`src/rtl/control_unit.sv`:
```
// Fetch-decode-execute sequencer for the 32-bit accumulator ALU.
// Registers state, pc and ir; every control output is decoded combinationally from them.
module control_unit #(
  parameter int PC_W    = 8,
  parameter int DADDR_W = 8
) (
  input  logic               clk,
  input  logic               reset,
  input  logic               start,
  input  logic [15:0]        iram_data,
  input  logic               z,
  input  logic               dram_ready,
  output logic [PC_W-1:0]    iram_addr,
  output logic [7:0]         alu_instruction,
  output logic [2:0]         bus_sel,
  output logic [3:0]         reg_we,
  output logic               dram_rd,
  output logic               dram_wr,
  output logic [DADDR_W-1:0] dram_addr,
  output logic               halted
);

  typedef enum logic [2:0] {IDLE, FETCH, DECODE, EXEC, MEM, HALT} state_t;

  localparam logic [7:0] OP_NOP   = 8'h00;
  localparam logic [7:0] OP_CLAC  = 8'h01;
  localparam logic [7:0] OP_INCAC = 8'h02;
  localparam logic [7:0] OP_DECAC = 8'h03;
  localparam logic [7:0] OP_ADD   = 8'h04;
  localparam logic [7:0] OP_SUB   = 8'h05;
  localparam logic [7:0] OP_MUL2  = 8'h06;
  localparam logic [7:0] OP_MUL4  = 8'h07;
  localparam logic [7:0] OP_DIV16 = 8'h08;
  localparam logic [7:0] OP_LDAC  = 8'h09;
  localparam logic [7:0] OP_STAC  = 8'h0A;
  localparam logic [7:0] OP_MVAC  = 8'h0B;
  localparam logic [7:0] OP_MOVR  = 8'h0C;
  localparam logic [7:0] OP_JMP   = 8'h0D;
  localparam logic [7:0] OP_JMPZ  = 8'h0E;
  localparam logic [7:0] OP_JMPNZ = 8'h0F;
  localparam logic [7:0] OP_END   = 8'hFF;

  localparam logic [7:0] ALU_HOLD = 8'd9;

  state_t          state, next_state;
  logic [PC_W-1:0] pc;
  logic [15:0]     ir;
  logic [7:0]      opcode;
  logic [7:0]      imm;
  logic [2:0]      reg_bus;
  logic            jump;

  assign opcode    = ir[15:8];
  assign imm       = ir[7:0];
  assign reg_bus   = {1'b0, imm[1:0]} + 3'd1;
  assign iram_addr = pc;
  assign halted    = (state == HALT);

  // A jump can only happen in EXEC, so it never collides with the DECODE increment.
  always_ff @(posedge clk or posedge reset) begin
    if (reset) begin
      state <= IDLE;
      pc    <= '0;
      ir    <= '0;
    end else begin
      state <= next_state;
      if (state == DECODE) begin
        ir <= iram_data;
        pc <= pc + PC_W'(1);
      end else if (jump) begin
        pc <= PC_W'(imm);
      end
    end
  end

  always_comb begin
    next_state      = state;
    alu_instruction = ALU_HOLD;
    bus_sel         = 3'd0;
    reg_we          = 4'b0000;
    dram_rd         = 1'b0;
    dram_wr         = 1'b0;
    dram_addr       = '0;
    jump            = 1'b0;
    case (state)
      IDLE:   if (start) next_state = FETCH;
      FETCH:  next_state = DECODE;
      DECODE: next_state = EXEC;
      EXEC: begin
        next_state = FETCH;
        case (opcode)
          OP_CLAC:  alu_instruction = 8'd0;
          OP_INCAC: alu_instruction = 8'd1;
          OP_DECAC: alu_instruction = 8'd2;
          OP_ADD:   begin alu_instruction = 8'd3; bus_sel = reg_bus; end
          OP_SUB:   begin alu_instruction = 8'd4; bus_sel = reg_bus; end
          OP_MUL2:  alu_instruction = 8'd5;
          OP_MUL4:  alu_instruction = 8'd6;
          OP_DIV16: alu_instruction = 8'd7;
          OP_LDAC: begin
            dram_rd    = 1'b1;
            dram_addr  = DADDR_W'(imm);
            next_state = MEM;
          end
          OP_STAC: begin
            dram_wr    = 1'b1;
            dram_addr  = DADDR_W'(imm);
            next_state = MEM;
          end
          OP_MVAC:  reg_we = 4'b0001 << imm[1:0];
          OP_MOVR:  begin alu_instruction = 8'd8; bus_sel = reg_bus; end
          OP_JMP:   jump = 1'b1;
          OP_JMPZ:  jump = z;
          OP_JMPNZ: jump = ~z;
          OP_END:   next_state = HALT;
          default:  ;
        endcase
      end
      // The load result is moved into A only in the cycle the memory reports ready.
      MEM: begin
        dram_addr = DADDR_W'(imm);
        if (opcode == OP_LDAC) begin
          dram_rd = 1'b1;
          if (dram_ready) begin
            alu_instruction = 8'd8;
            bus_sel         = 3'd5;
          end
        end else begin
          dram_wr = 1'b1;
        end
        if (dram_ready) next_state = FETCH;
      end
      HALT:    next_state = HALT;
      default: next_state = IDLE;
    endcase
  end

endmodule
```
`config.mk`:
```
export PLATFORM = sky130hd
export DESIGN_NAME = control_unit
export DESIGN_NICKNAME = d
export VERILOG_FILES = /design/src/rtl/control_unit.sv
export SDC_FILE = /design/constraint.sdc
export NUM_CORES = 1
export LEC_CHECK = 0
export CAP_MARGIN = 5
export CORE_ASPECT_RATIO = 2
export CORE_MARGIN = 2
export CORE_UTILIZATION = 46
export DETAILED_ROUTE_END_ITERATION = 16
export PLACE_DENSITY_LB_ADDON = 0.25
export SYNTH_ARGS = -nofsm -noshare
export SYNTH_HDL_FRONTEND = slang
export SYNTH_SLANG_ARGS = --single-unit
export TNS_END_PERCENT = 5
```
`constraint.sdc`:
```
create_clock -name clk -period 2.9 [get_ports clk]
set_clock_uncertainty 0.2 [all_clocks]
set_input_delay 0.58 -clock clk [delete_from_list [all_inputs] [get_ports clk]]
set_output_delay 0.58 -clock clk [all_outputs]
set_load 0.05 [all_outputs]
```
==> flow_metrics.py <==
metrics = {
    "status": {
        "status": "finished with violations",
        "failed_checks": "negative setup slack",
    },
    "floorplanning": {
        "placeableCoreArea_um2": 3646,
        "fp.dieH_um": 91.21,
        "row_count": 31,
        "io_pins": 55,
        "die_area_um2": 4342,
        "dieWidth_um": 47.61,
        "start_util_pct": 47.98,
    },
    "synth": {
        "ys.warnings.count": 0,
        "synth_edf_count": 0,
        "ys_seq_elements": 27,
        "ys_seq_area_share_pct": 38.63,
        "async_flop_share_pct": 100.0,
        "synth_flop_cell": "dfrtp_1",
        "syn_area_um2": 1749,
        "synth_cell_types": 47,
        "avgSynthCellArea_um2": 8.212,
        "synthCells": 213,
    },
    "timing": {
        "layout_min_cycle_time_ps": 2918,
        "finalHoldViolCount": 0,
        "finalSetupViolations": 1,
        "tightest_slew_ps": 539.4,
        "fin_ws_ps": -17.78,
        "report.final.slew_viol_count": 0,
        "rsz0062_at_grt": "true",
        "max_slew_margin_pct": 63.93,
        "fmax_mhz": 342.7,
        "fin_crit_sh_pct": 100.6,
        "tns_ps": -17.78,
    },
    "flow_run": {
        "drv_cap": 0,
    },
    "pwr": {
        "p_per_area_nw_per_um2": 875.0,
        "p_leak_nw": 1.116,
        "ir_worst_vdd_mv": 0.7161,
    },
    "cts": {
        "numClockSinks": 27,
        "clk_pin_slew_ps": 90,
        "numCtsBuffers": 3,
        "clk_latency_ps": 280,
        "cts_max_path_buffers": 2,
        "cts_tree": "yes",
        "ctsHoldBuffers": 0,
        "cts_max_level": 1,
        "root_buffer": "clkbuf_8",
    },
    "critical_path": {
        "crit_arrival_ps": 2140,
        "critPathRequiredTime_ps": 2120,
        "crit_path_end_kind": "primary output",
        "path_class": "reg -> out",
        "worst_setup_path_start_kind": "register",
        "crit_fanout": 4,
    },
    "routing": {
        "ant_nets": 0,
        "wire_per_inst_um": 14.05,
        "first_pass_iters": 5,
        "drc": 0,
        "vias_per_cell": 5.397,
        "via_count": 1673,
        "drt_iter0_drc": 37,
        "wl_um": 4354,
    },
    "global_route": {
        "antenna_found_initial": 0,
        "grt_usage_pct": 21.74,
        "grt_pass1_wl_um": 7003,
        "use_met3_pct": 2.386,
        "grt-ovfl-total": 0,
        "grt_max_degree": 28,
        "met1_usage_pct": 25.26,
        "grt_busiest_layer": "met2",
        "grt_pass1_vias": 1667,
        "grt_use_met2_pct": 36.26,
    },
    "layout": {
        "area_growth_pct": 47.14,
        "final_cells": 310,
        "drive_gt1_share_pct": 20.31,
        "fin_nets": 288,
        "num_antenna_cells": 0,
    },
    "place": {
        "gp_congestion": 0.8383,
        "dp_hpwl_um": 3203,
        "io_buffers": 50,
        "placed_cells": 305,
    },
    "min_path": {
        "hp-class": "reg -> reg",
    },
}
cell usage in the layout, fill, tap and decap left out, types with 2 or more instances in the layout:
cell / Yosys / layout
nor4_1: 3 / 2
nor2b_2: 0 / 5
nand2b_1: 4 / 4
nand2_1: 55 / 55
clkbuf_8: 2 / 3
nand4_1: 2 / 2
nand3_1: 6 / 6
buf_12: 0 / 19
xnor2_1: 4 / 4
nor2_2: 0 / 3
and2_1: 6 / 5
mux2i_1: 2 / 2
clkdlybuf4s50_1: 0 / 29
o21ai_0: 5 / 5
a21oi_1: 11 / 10
buf_4: 4 / 8
ha_1: 5 / 5
o22ai_1: 2 / 2
conb_1: 1 / 4
nor2b_1: 7 / 2
nor3_4: 0 / 2
nor3_1: 8 / 6
nand3b_1: 2 / 2
dfrtp_1: 27 / 27
nor2_1: 18 / 15
inv_1: 7 / 7
worst max-delay path: stages (launching register included):
cell,delay [ps]
dfrtp_1,420
or4_2,760
nor2_1,180
nand2_1,70
dlygate4sd2_1,420
where the power goes:
group	switching (mW)	internal (mW)	total (mW)
combinational	0.769	0.481	1.25
clock	0.118	0.0989	0.217
sequential	0.234	0.552	0.786
cell families after synthesis:
logic type	share of synthesized area (%)
XOR/XNOR	2.503
AND/OR/NAND/NOR	32.83
AO/OA/AOI/OAI	12.45
flip-flops	38.63
adder cells (fa/ha/maj)	3.577
multiplexers	1.145
other	0.2144
buffers and inverters	8.655
Yosys cell counts (all sizes together), types with 2 or more instances:
library cell  count  share of area (%)
dfrtp            27                 39
nor2             18                3.9
clkbuf            9                3.4
nand3b            3                1.5
xnor2             4                2.0
buf               7                3.2
ha                5                3.6
a2111oi           2                1.7
nor2b             7                2.5
o22ai             2               0.72
o21ai             5                1.4
or4               2                1.1
nand3             6                1.7
nand2b            4                1.4
mux2i             2                1.1
nor3b             2                1.1
inv               7                1.5
nor3              8                2.3
and2              6                2.1
nand4             2               0.72
nand2            56                 12
a21oi            11                3.1
nor4              3                1.1
path summary, 6_finish.rpt:
path / startpoint / to / slack [ps] / cells after the start
worst max-delay path: ir[14] / alu_instruction[3] / -20 / 4
worst min-delay path: ir[4] / ir[4] / 310 / 2
worst max register to register: ir[14] / iram_addr[0] / 560 / 3
worst min register to register: ir[4] / ir[4] / 310 / 2
max in group asynchronous: reset / ir[1] / 1800 / 3
min in group asynchronous: reset / state[0] / 440 / 3
metrics by stage:
stage          utilization (%)  power [mW]  worst slack, ps  hold WS, ps  area, µm²
5_1_grt                  70.59       2.409           -91.16        327.2       2574
3_3_place_gp             66.85       1.908            115.0        282.0       2437
6_report                 70.59       2.252           -17.78        306.7       2574
3_5_place_dp             66.85       1.938            58.80        283.3       2437
4_1_cts                  68.84       2.178           -68.91        307.7       2510
2_1_floorplan                -       1.636           -133.1        254.6       1760
metal layers:
| metal | vias up | wire length, µm |
|---|---|---|
| met4 | 0 | 176 |
| met5 | - | 0 |
| met3 | 17 | 163 |
| met1 | 799 | 1542 |
| met2 | 55 | 2471 |
| li1 | 802 | - |
registers in the layout (all words and copies together), names as in the netlist:
register,count
state,3
iram_addr,8
ir,16
layout make-up:
class,instances,area (µm²)
multi-input cells,166,1026
flip-flops and latches,27,675.6
clock buffers,4,45.04
repair buffers,57,739.5
fillers,300,1072
inverters,7,26.28
well taps,49,61.31
repair_timing:
item,4_1_cts,5_1_grt
gates cloned,0,1
resized for setup,6,13
pin swaps,0,7
setup endpoints to repair,17,18
setup buffers,0,0
Note: power is estimated with default switching activity, not from simulation.
